`src/rtl/chest_pkg.sv`:
```
// Shared constants, FSM encoding and pilot-arithmetic helpers for the
// NRS time-domain channel interpolator.
package chest_pkg;

  localparam int unsigned WIDTH_R_I  = 16;
  localparam int unsigned RECIP_FRAC = 12;
  localparam int unsigned SYM_A      = 5;
  localparam int unsigned SYM_B      = 12;
  localparam int unsigned NUM_SYM    = 14;
  localparam int unsigned RECIP      =
    ((2 ** RECIP_FRAC) + (SYM_B - SYM_A) / 2) / (SYM_B - SYM_A);

  localparam int unsigned EST_W  = WIDTH_R_I + 1;
  localparam int unsigned SUM_W  = WIDTH_R_I + 2;
  localparam int unsigned STEP_W = SUM_W + RECIP_FRAC + 1;
  localparam int unsigned ACC_W  = WIDTH_R_I + RECIP_FRAC + 8;
  localparam int unsigned SYM_W  = 4;

  typedef enum logic [1:0] {
    IDLE = 2'd0,
    RD   = 2'd1,
    CALC = 2'd2,
    OUT  = 2'd3
  } state_t;

  typedef struct packed {
    logic signed [EST_W-1:0] r;
    logic signed [EST_W-1:0] i;
  } est_t;

  // Frequency average of one pilot pair; the arithmetic shift floors.
  function automatic logic signed [SUM_W-1:0] pair_avg(
    input logic signed [EST_W-1:0] a,
    input logic signed [EST_W-1:0] b
  );
    logic signed [SUM_W-1:0] s;
    s = SUM_W'(a) + SUM_W'(b);
    return s >>> 1;
  endfunction

  // Per-symbol increment in RECIP_FRAC fixed point.
  function automatic logic signed [STEP_W-1:0] calc_step(
    input logic signed [SUM_W-1:0] h_a,
    input logic signed [SUM_W-1:0] h_b
  );
    logic signed [SUM_W-1:0]  delta;
    logic signed [STEP_W-1:0] recip_s;
    delta   = h_b - h_a;
    recip_s = STEP_W'(RECIP);
    return STEP_W'(delta) * recip_s;
  endfunction

  // Extrapolate back from SYM_A to symbol 0.
  function automatic logic signed [ACC_W-1:0] calc_acc0(
    input logic signed [SUM_W-1:0]  h_a,
    input logic signed [STEP_W-1:0] step
  );
    logic signed [ACC_W-1:0] base;
    logic signed [ACC_W-1:0] sym_a_s;
    base    = ACC_W'(h_a) <<< RECIP_FRAC;
    sym_a_s = ACC_W'(SYM_A);
    return base - sym_a_s * ACC_W'(step);
  endfunction

endpackage

```
`src/rtl/chest_sat.sv`:
```
// Generic signed saturating narrower: clips an IN_W value into OUT_W bits.
module chest_sat #(
  parameter int unsigned IN_W  = 24,
  parameter int unsigned OUT_W = 17
) (
  input  logic signed [IN_W-1:0]  din,
  output logic signed [OUT_W-1:0] dout_c
);

  localparam int unsigned EXT_W = IN_W - OUT_W + 1;

  logic [EXT_W-1:0] ext_c;

  // In range when every bit above the output sign bit matches it.
  always_comb begin
    ext_c = din[IN_W-1 -: EXT_W];
    if ((&ext_c) || !(|ext_c)) begin
      dout_c = din[OUT_W-1:0];
    end else if (din[IN_W-1]) begin
      dout_c = {1'b1, {(OUT_W-1){1'b0}}};
    end else begin
      dout_c = {1'b0, {(OUT_W-1){1'b1}}};
    end
  end

endmodule

```
`src/rtl/chest_time_interp.sv`:
```
// Reads four NRS LS estimates, averages each pilot pair and streams a linearly
// inter/extrapolated channel estimate per OFDM symbol over valid/ready.
module chest_time_interp
  import chest_pkg::*;
(
  input  logic                    clk,
  input  logic                    rst,
  input  logic                    start,
  output logic [1:0]              est_rd_addr,
  input  logic signed [EST_W-1:0] est_r_in,
  input  logic signed [EST_W-1:0] est_i_in,
  output logic signed [EST_W-1:0] h_r,
  output logic signed [EST_W-1:0] h_i,
  output logic [SYM_W-1:0]        sym_idx,
  output logic                    h_valid,
  input  logic                    h_ready,
  output logic                    busy,
  output logic                    done
);

  state_t                   state;
  logic [1:0]               rd_cnt;
  est_t                     est_q [4];
  logic signed [STEP_W-1:0] step_r;
  logic signed [STEP_W-1:0] step_i;
  logic signed [ACC_W-1:0]  acc_r;
  logic signed [ACC_W-1:0]  acc_i;

  logic signed [SUM_W-1:0]  h_a_r_c;
  logic signed [SUM_W-1:0]  h_b_r_c;
  logic signed [SUM_W-1:0]  h_a_i_c;
  logic signed [SUM_W-1:0]  h_b_i_c;
  logic signed [STEP_W-1:0] step_r_c;
  logic signed [STEP_W-1:0] step_i_c;
  logic signed [ACC_W-1:0]  acc0_r_c;
  logic signed [ACC_W-1:0]  acc0_i_c;
  logic                     accept_c;
  logic                     last_c;
  logic signed [ACC_W-1:0]  acc_nxt_r_c;
  logic signed [ACC_W-1:0]  acc_nxt_i_c;
  logic signed [ACC_W-1:0]  shift_r_c;
  logic signed [ACC_W-1:0]  shift_i_c;
  logic signed [EST_W-1:0]  sat_r_c;
  logic signed [EST_W-1:0]  sat_i_c;

  assign est_rd_addr = rd_cnt;

  // Pilot averaging and interpolation seed, consumed in CALC.
  always_comb begin
    h_a_r_c  = pair_avg(est_q[0].r, est_q[1].r);
    h_b_r_c  = pair_avg(est_q[2].r, est_q[3].r);
    h_a_i_c  = pair_avg(est_q[0].i, est_q[1].i);
    h_b_i_c  = pair_avg(est_q[2].i, est_q[3].i);
    step_r_c = calc_step(h_a_r_c, h_b_r_c);
    step_i_c = calc_step(h_a_i_c, h_b_i_c);
    acc0_r_c = calc_acc0(h_a_r_c, step_r_c);
    acc0_i_c = calc_acc0(h_a_i_c, step_i_c);
  end

  // Output register always loads the estimate of the symbol shown next cycle.
  always_comb begin
    accept_c    = h_valid && h_ready;
    last_c      = (sym_idx == SYM_W'(NUM_SYM - 1));
    acc_nxt_r_c = acc_r;
    acc_nxt_i_c = acc_i;
    if (accept_c) begin
      acc_nxt_r_c = acc_r + ACC_W'(step_r);
      acc_nxt_i_c = acc_i + ACC_W'(step_i);
    end
    shift_r_c = acc_nxt_r_c >>> RECIP_FRAC;
    shift_i_c = acc_nxt_i_c >>> RECIP_FRAC;
  end

  chest_sat #(.IN_W(ACC_W), .OUT_W(EST_W)) u_sat_r (
    .din    (shift_r_c),
    .dout_c (sat_r_c)
  );

  chest_sat #(.IN_W(ACC_W), .OUT_W(EST_W)) u_sat_i (
    .din    (shift_i_c),
    .dout_c (sat_i_c)
  );

  always_ff @(posedge clk) begin
    if (rst) begin
      state   <= IDLE;
      rd_cnt  <= '0;
      step_r  <= '0;
      step_i  <= '0;
      acc_r   <= '0;
      acc_i   <= '0;
      h_r     <= '0;
      h_i     <= '0;
      sym_idx <= '0;
      h_valid <= 1'b0;
      busy    <= 1'b0;
      done    <= 1'b0;
      for (int k = 0; k < 4; k++) begin
        est_q[k] <= '0;
      end
    end else begin
      done <= 1'b0;
      case (state)
        IDLE: begin
          if (start) begin
            state  <= RD;
            rd_cnt <= '0;
            busy   <= 1'b1;
          end
        end
        RD: begin
          est_q[rd_cnt] <= '{r: est_r_in, i: est_i_in};
          rd_cnt        <= rd_cnt + 2'd1;
          if (rd_cnt == 2'd3) begin
            state <= CALC;
          end
        end
        CALC: begin
          step_r  <= step_r_c;
          step_i  <= step_i_c;
          acc_r   <= acc0_r_c;
          acc_i   <= acc0_i_c;
          sym_idx <= '0;
          state   <= OUT;
        end
        OUT: begin
          if (!h_valid) begin
            h_valid <= 1'b1;
            h_r     <= sat_r_c;
            h_i     <= sat_i_c;
          end else if (accept_c) begin
            if (last_c) begin
              state   <= IDLE;
              h_valid <= 1'b0;
              busy    <= 1'b0;
              done    <= 1'b1;
            end else begin
              acc_r   <= acc_nxt_r_c;
              acc_i   <= acc_nxt_i_c;
              sym_idx <= sym_idx + SYM_W'(1);
              h_r     <= sat_r_c;
              h_i     <= sat_i_c;
            end
          end
        end
        default: state <= IDLE;
      endcase
    end
  end

endmodule
```
`config.mk`:
```
export PLATFORM = sky130hd
export DESIGN_NAME = chest_time_interp
export DESIGN_NICKNAME = d
export VERILOG_FILES = /design/src/rtl/chest_pkg.sv /design/src/rtl/chest_sat.sv /design/src/rtl/chest_time_interp.sv
export SDC_FILE = /design/constraint.sdc
export NUM_CORES = 1
export LEC_CHECK = 0
export BUFFER_PORTS_ARGS = -buffer_cell sky130_fd_sc_hd__buf_2
export CAP_MARGIN = 20
export CORE_MARGIN = 1
export CORE_UTILIZATION = 55
export DETAILED_ROUTE_END_ITERATION = 10
export GPL_ROUTABILITY_DRIVEN = 0
export PLACE_DENSITY = 0.84
export SLEW_MARGIN = 0
export SYNTH_ARGS = -nofsm -noshare
export SYNTH_HDL_FRONTEND = slang
export SYNTH_HIERARCHICAL = 1
export SYNTH_SLANG_ARGS = --single-unit
```
`constraint.sdc`:
```
create_clock -name clk -period 30.3 [get_ports clk]
set_input_delay 4.545 -clock clk [delete_from_list [all_inputs] [get_ports clk]]
set_output_delay 4.545 -clock clk [all_outputs]
set_load 0.02 [all_outputs]
```
==> flow_summary.json, run 1 <==
{
  "drv_cap": 0,
  "cts.repair.resized": 0,
  "cts.hold.buffers_added": 0,
  "worstSetupStartpointType": "flop",
  "htree_levels": 2,
  "cts_root_buffer": "clkbuf_16",
  "cts_setup_buffers": 0,
  "syn-num-nets": 4190,
  "die_area_um2": 58560,
  "cts_sinks": 311,
  "firstDrtPassIters": 6,
  "finalInstanceArea_um2": 34070,
  "placement.io_buffers": 80,
  "worstHoldPathType": "reg2reg",
  "final_hold_viol_count": 0,
  "ys_top_cells_by_area": "ha_1 (19%), edfxtp_1 (13%), dfxtp_1 (11%)",
  "layout-drive-gt1-share_pct": 7.378,
  "setup_viol": 0,
  "via_count": 25980,
  "min_period_over_period_pct": 39.66,
  "wl_mm": 76.75,
  "nNetsFinal": 4229,
  "outcome": "complete, no violations",
  "ys.flop_type": "dfxtp_1",
  "via_per_inst": 5.901,
  "synth_edf_count": 136,
  "first_iter_violations": 2124,
  "grt_max_degree": 94,
  "die_w_um": 242.0,
  "num_rows": 87,
  "grt_pass1_wl_mm": 125.0,
  "yosys.area.top_type": "ha_1",
  "start_util_pct": 55.96,
  "synthArstFlopShare_pct": 0,
  "netlist_area_um2": 31680,
  "ys_seq_area_share_pct": 23.95,
  "max_freq_mhz": 83.22,
  "syn_avg_cell_area_um2": 8.851,
  "insertion_delay_ns": 0.58,
  "required_ns": 30.79,
  "crit_top_cell": "ha_1",
  "worst_path_max_delay_cell": "o311ai_1",
  "endpoint_kind": "flop",
  "syn_inst": 3579,
  "fin_tns_setup_ns": 0,
  "tightestPinTransition_ns": 1.063,
  "ios": 81,
  "timing.slew.headroom_pct": 28.55,
  "crit_arrival_ns": 12.51,
  "fin_util_pct": 60.18,
  "antenna_found_initial": 2,
  "rsz0062_at_grt": "false",
  "postRouteAntennaNets": 0,
  "syn_to_final_growth_pct": 7.540,
  "slowest_delay_ns": 0.93,
  "grt_pass1_vias": 24590,
  "yosys_warnings": 6,
  "cts_buffers": 37,
  "ys_types": 103,
  "cp_max_fo": 8,
  "antennaDiodeCount": 0,
  "wire_per_inst_um": 17.43,
  "grt_overflow": 0,
  "finalMaxSlewViolations": 0,
  "place_hpwl_mm": 58.23,
  "synth_seq_cells": 311,
  "tritoncts": "done",
  "grtUsageTotal_pct": 25.77,
  "path_class": "reg2reg",
  "synth_top_area_share_pct": 18.56,
  "clockBufferDepth": 3,
  "skew_ns": 0.01907,
  "fill_cells": 4815,
  "clk_pin_slew_ns": 0.07,
  "drc": 0,
  "post-route-min-period_ns": 12.02,
  "design.core.area_um2": 56600,
  "placedInstanceArea_um2": 32810,
  "die_h_um": 242.0
}
worst paths after layout:
kind	startpoint	to	slack, ns	cells after the start
hold / removal	h_r[12]$_SDFFE_PP0P_	h_r[12]$_SDFFE_PP0P_	0.45	2
setup reg to reg	est_q[1][0]$_SDFFCE_PN0P_	acc_i[34]$_SDFFE_PP0P_	18.28	47
setup / recovery	est_q[1][0]$_SDFFCE_PN0P_	acc_i[34]$_SDFFE_PP0P_	18.28	47
hold reg to reg	h_r[12]$_SDFFE_PP0P_	h_r[12]$_SDFFE_PP0P_	0.45	2
cell families (layout without fill, tap and decap cells):
| logic type | after synthesis | count (layout) | synth area share (%) |
|---|---|---|---|
| buffers and inverters | 428 | 495 | 5.249 |
| DFF | 311 | 311 | 23.95 |
| and+or+nand+nor | 1013 | 1013 | 15.96 |
| xor gates and xnor gates | 264 | 264 | 7.371 |
| muxes | 101 | 101 | 3.357 |
| adders and majority gates | 574 | 574 | 25.11 |
| AOI/OAI and AO/OA | 888 | 888 | 19.00 |
final cells by class:
cell class | count | area (µm²) | share of cell area, %
Clock inverter | 20 | 198.9 | 0.5840
Timing Repair Buffer | 99 | 549.3 | 1.612
Clock buffer | 47 | 1056 | 3.100
Sequential cell | 311 | 7587 | 22.27
Inverter | 329 | 1235 | 3.625
Tap cell | 756 | 945.9 | 2.777
Multi-Input combinational cell | 2840 | 22490 | 66.03
sequential cells by signal, indices dropped and copies added (netlist names):
register / flops
sym_idx: 4
state: 2
step_r: 29
h_i: 17
est_q: 136
step_i: 29
h_valid: 1
busy: 1
h_r: 17
acc_i: 36
done: 1
est_rd_addr: 2
acc_r: 36
cells in the mapped netlist (10+ instances only):
master	count
o21bai_1	29
nor3_1	63
or3_1	16
mux2_2	38
a31o_2	11
a211oi_1	36
a21boi_0	19
clkbuf_1	82
nand2b_1	43
nor2b_1	36
xnor2_1	177
o21ai_0	119
o211ai_1	15
nor4_1	11
a22oi_1	38
a31oi_1	29
a211o_1	13
and3_1	20
nand2_1	269
o31a_1	10
xor2_1	84
o22ai_1	10
or2_2	11
a2111oi_0	12
nand3_1	45
o21a_1	40
ha_1	470
fa_1	103
dfxtp_1	175
a221oi_1	24
a21o_1	137
edfxtp_1	136
inv_1	325
and2_1	166
mux2i_1	62
nor3b_1	16
nand4_1	29
o31ai_1	11
a21oi_1	244
nor2_1	249
routing by layer:
layer  routed length, µm  GRT usage (%)
met1               36760          36.72
met2               33780          40.99
met3                4662          3.202
met4                1525          7.055
met5                  23              0
cell usage in the layout (no fill, tap or decap), drive strengths merged, types with 13 or more instances in the layout:
cell,count
o211ai,15
buf,99
o21a,40
a21oi,244
o21ai,123
and2,168
nand3,45
inv,332
nand4,29
nor2b,36
mux2,39
a22oi,38
a211o,13
and3,22
a211oi,38
xor2,85
clkbuf,47
or3,16
a221oi,26
nand2,269
fa,103
o21bai,30
a31oi,33
a21o,137
nand2b,43
nor4,15
xnor2,179
nor2,249
ha,470
edfxtp,136
nor3,65
dfxtp,175
mux2i,62
a21boi,22
nor3b,16
through the flow:
step                      std cells  worst slack, ns  hold WS (ns)
after CTS                      4402            18.39        0.4522
after global placement         4335            18.66        0.4414
after detailed placement       4335            18.48        0.4440
after global routing           4402            17.38        0.4671
after floorplan                3579            19.57        0.4356
final                          4402            18.28        0.4486
critical path: cells and delay by family, from the launching register on:
kind            cells  cell delay [ns]
xor+xnor            2             0.55
compound gates     21             4.88
fa+ha+maj          10             3.83
buf+inv             3             0.21
simple gates       11             2.06
flops               1             0.38
Power of run 1 is left out: the tool's default activity adds up to more than one toggle a clock period on the data nets, which glitch-free logic cannot reach.
==> run 2, diff against run 1 <==
--- a/config.mk
+++ b/config.mk
@@ -5,13 +5,14 @@
 export SDC_FILE = /design/constraint.sdc
 export NUM_CORES = 1
 export LEC_CHECK = 0
+export ABC_AREA = 1
 export BUFFER_PORTS_ARGS = -buffer_cell sky130_fd_sc_hd__buf_2
 export CAP_MARGIN = 20
 export CORE_MARGIN = 1
 export CORE_UTILIZATION = 55
 export DETAILED_ROUTE_END_ITERATION = 10
 export GPL_ROUTABILITY_DRIVEN = 0
-export PLACE_DENSITY = 0.84
+export PLACE_DENSITY = 0.86
 export SLEW_MARGIN = 0
 export SYNTH_ARGS = -nofsm -noshare
 export SYNTH_HDL_FRONTEND = slang
==> constraint.sdc (replaced) <==
create_clock -name clk -period 10.5 [get_ports clk]
set_input_delay 1.575 -clock clk [delete_from_list [all_inputs] [get_ports clk]]
set_output_delay 1.575 -clock clk [all_outputs]
set_load 0.02 [all_outputs]
==> flow_summary.json, run 2 <==
{
  "synth_top_family_by_area": "adder cells",
  "placement.io_buffers": 80,
  "cp_max_fo": 6,
  "fill_cells": 4875,
  "whs_endpoint": "h_r[8]$_SDFFE_PP0P_",
  "reg2reg_slack_ns": 0.41,
  "fin_util_pct": 61.14,
  "worstHoldPathType": "reg2reg",
  "syn_to_final_growth_pct": 10.07,
  "synthMuxAreaShare_pct": 0.03521,
  "largest_register_ffs": 136,
  "antennaDiodeCount": 0,
  "crit_arrival_ns": 10.60,
  "first_iter_violations": 2567,
  "met3_usage_pct": 3.560,
  "drc": 0,
  "crit_top_cell": "nand2_1",
  "holdPathStages": 2,
  "die_h_um": 243.2,
  "rr_worst_depth": 55,
  "start_util_pct": 55.54,
  "path_class": "reg2reg",
  "cp_top_family": "adder cells",
  "synth_top_area_share_pct": 18.39,
  "via_per_inst": 5.642,
  "grt_overflow": 0,
  "synth_xor_area_share_pct": 6.009,
  "synth_seq_cells": 311,
  "firstDrtPassIters": 7,
  "wl_mm": 84.18,
  "clockBufferDepth": 3,
  "finalMaxSlewViolations": 0,
  "drv_cap": 0,
  "cts_sinks": 311,
  "htree_levels": 2,
  "tightestPinTransition_ns": 1.003,
  "yosys_warnings": 6,
  "dp_slack_ns": -0.01459,
  "synth-simple-area-share_pct": 21.24,
  "yosys.area.top_type": "ha_1",
  "grtUsageTotal_pct": 27.48,
  "ys_types": 64,
  "outcome": "complete, no violations",
  "syn_avg_cell_area_um2": 7.361,
  "postRouteAntennaNets": 0,
  "use_met2_pct": 45.05,
  "required_ns": 11.02,
  "die_area_um2": 59120,
  "synth_most_common_cell": "nand2_1",
  "final_hold_viol_count": 0,
  "grt_pass1_wl_mm": 133.9,
  "die_w_um": 243.2,
  "ios": 81,
  "num_rows": 88,
  "gr-usage-met1_pct": 36.99,
  "grt_pass1_vias": 27710,
  "skew_ns": 0.02182,
  "layout_commonest_cell": "nand2_1",
  "max_freq_mhz": 99.12,
  "r2r_end": "acc_i[34]$_SDFFE_PP0P_",
  "nNetsFinal": 5021,
  "post-route-min-period_ns": 10.09,
  "ys.flop_type": "dfxtp_1",
  "slowest_delay_ns": 0.56,
  "setup_viol": 0,
  "cts.hold.buffers_added": 0,
  "endpoint_kind": "flop",
  "ys_seq_area_share_pct": 23.72,
  "ys_top_cells_by_area": "ha_1 (18%), edfxtp_1 (13%), dfxtp_1 (11%)",
  "design.core.area_um2": 57590,
  "layout-drive-gt1-share_pct": 7.975,
  "clk_pin_slew_ns": 0.06,
  "syn_inst": 4345,
  "grt_max_degree": 90,
  "via_count": 29360,
  "syn-num-nets": 4956,
  "worst_path_max_delay_cell": "fa_1",
  "final_cell_mix": "nand2_1 (806), inv_1 (655), nor2_1 (456), ha_1 (452), a21oi_1 (347)",
  "antenna_found_initial": 1,
  "timing.rr.start": "est_q[1][0]$_SDFFCE_PN0P_",
  "rsz0062_at_grt": "true",
  "synth_compound_area_share_pct": 14.94,
  "place_hpwl_mm": 63.87,
  "top_regs": "est_q (136), acc_i (36), acc_r (36)",
  "fin_ws_ns": 0.4108,
  "timing.slew.headroom_pct": 33.10,
  "busiest_layer": "met2",
  "synth_common_cells": "nand2_1 (813), inv_1 (657), ha_1 (470), nor2_1 (461), a21oi_1 (355)",
  "yosys.area_share.adder_pct": 24.83,
  "synthArstFlopShare_pct": 0,
  "cts_root_buffer": "clkbuf_16",
  "regMostFlops": "est_q",
  "path_buf_inv": 6,
  "wire_per_inst_um": 16.18,
  "fin_tns_setup_ns": 0,
  "cts_buffers": 38,
  "synth_edf_count": 136,
  "insertion_delay_ns": 0.57,
  "worstSetupStartpointType": "flop",
  "netlist_area_um2": 31980,
  "tritoncts": "done",
  "min_period_over_period_pct": 96.09,
  "hold_start": "h_r[8]$_SDFFE_PP0P_"
}
-- run 2: final cells by class --
type | instances | area [µm²] | area share, %
multi-input cells | 3269 | 21990 | 62.48
flip-flops and latches | 311 | 7587 | 21.55
inverters | 669 | 2512 | 7.137
clock buffers | 48 | 1072 | 3.046
well taps | 765 | 957.2 | 2.719
repair buffers | 121 | 728.2 | 2.068
clock inverters | 21 | 352.8 | 1.002
-- run 2: worst min-delay path, cell delays in order, from the launching register on --
cell and delay (ns):
dfxtp_1 0.32, nor2_1 0.05, nor2_1 0.08
-- run 2: how the worst max path moves through the flow --
| stage | from | slack [ns] | endpoint | cells after the start |
|---|---|---|---|---|
| final | est_q[1][0]$_SDFFCE_PN0P_ | 0.41 | acc_i[34]$_SDFFE_PP0P_ | 55 |
| after global routing | est_q[1][19]$_SDFFCE_PN0P_ | -0.17 | acc_r[35]$_SDFFE_PP0P_ | 48 |
| after CTS | est_q[1][19]$_SDFFCE_PN0P_ | 0.08 | acc_r[35]$_SDFFE_PP0P_ | 54 |
| after detailed placement | est_q[1][19]$_SDFFCE_PN0P_ | -0.01 | acc_r[32]$_SDFFE_PP0P_ | 57 |
| after global placement | est_q[3][0]$_DFFE_PP_ | 0.32 | acc_i[34]$_SDFFE_PP0P_ | 59 |
| after floorplan | est_q[3][1]$_DFFE_PP_ | 1.22 | acc_i[34]$_SDFFE_PP0P_ | 59 |
-- run 2: logic make-up (layout without fill, tap and decap cells) --
logic type | Yosys count | in the layout
XOR/XNOR | 216 | 216
multiplexers | 1 | 1
flip-flops | 311 | 311
buffers and inverters | 765 | 859
AND/OR/NAND/NOR | 1627 | 1627
AO/OA/AOI/OAI | 852 | 852
adder cells (fa/ha/maj) | 573 | 573
-- run 2: what timing repair did --
| item | in CTS | in global routing |
|---|---|---|
| gates resized for setup | 1 | 98 |
| pin swaps | 1 | 15 |
| setup endpoints to repair | 4 | 26 |
| setup buffers | 1 | 9 |
-- run 2: layer usage --
| metal | wire (µm) | part of all wire (%) |
|---|---|---|
| met1 | 36810 | 44 |
| met2 | 38090 | 45 |
| met3 | 6773 | 8.0 |
| met4 | 2488 | 3.0 |
| met5 | 13 | 0.015 |
-- run 2: through the flow --
step | cell area (µm²) | hold WS [ns] | cells
detailed placement | 33190 | 0.4656 | 5124
global route | 35210 | 0.4893 | 5204
finish | 35210 | 0.4760 | 5204
global placement | 33190 | 0.4571 | 5124
floorplan | 31980 | 0.4491 | 4345
CTS | 34620 | 0.4794 | 5194
Power of run 2 is left out for the same reason.
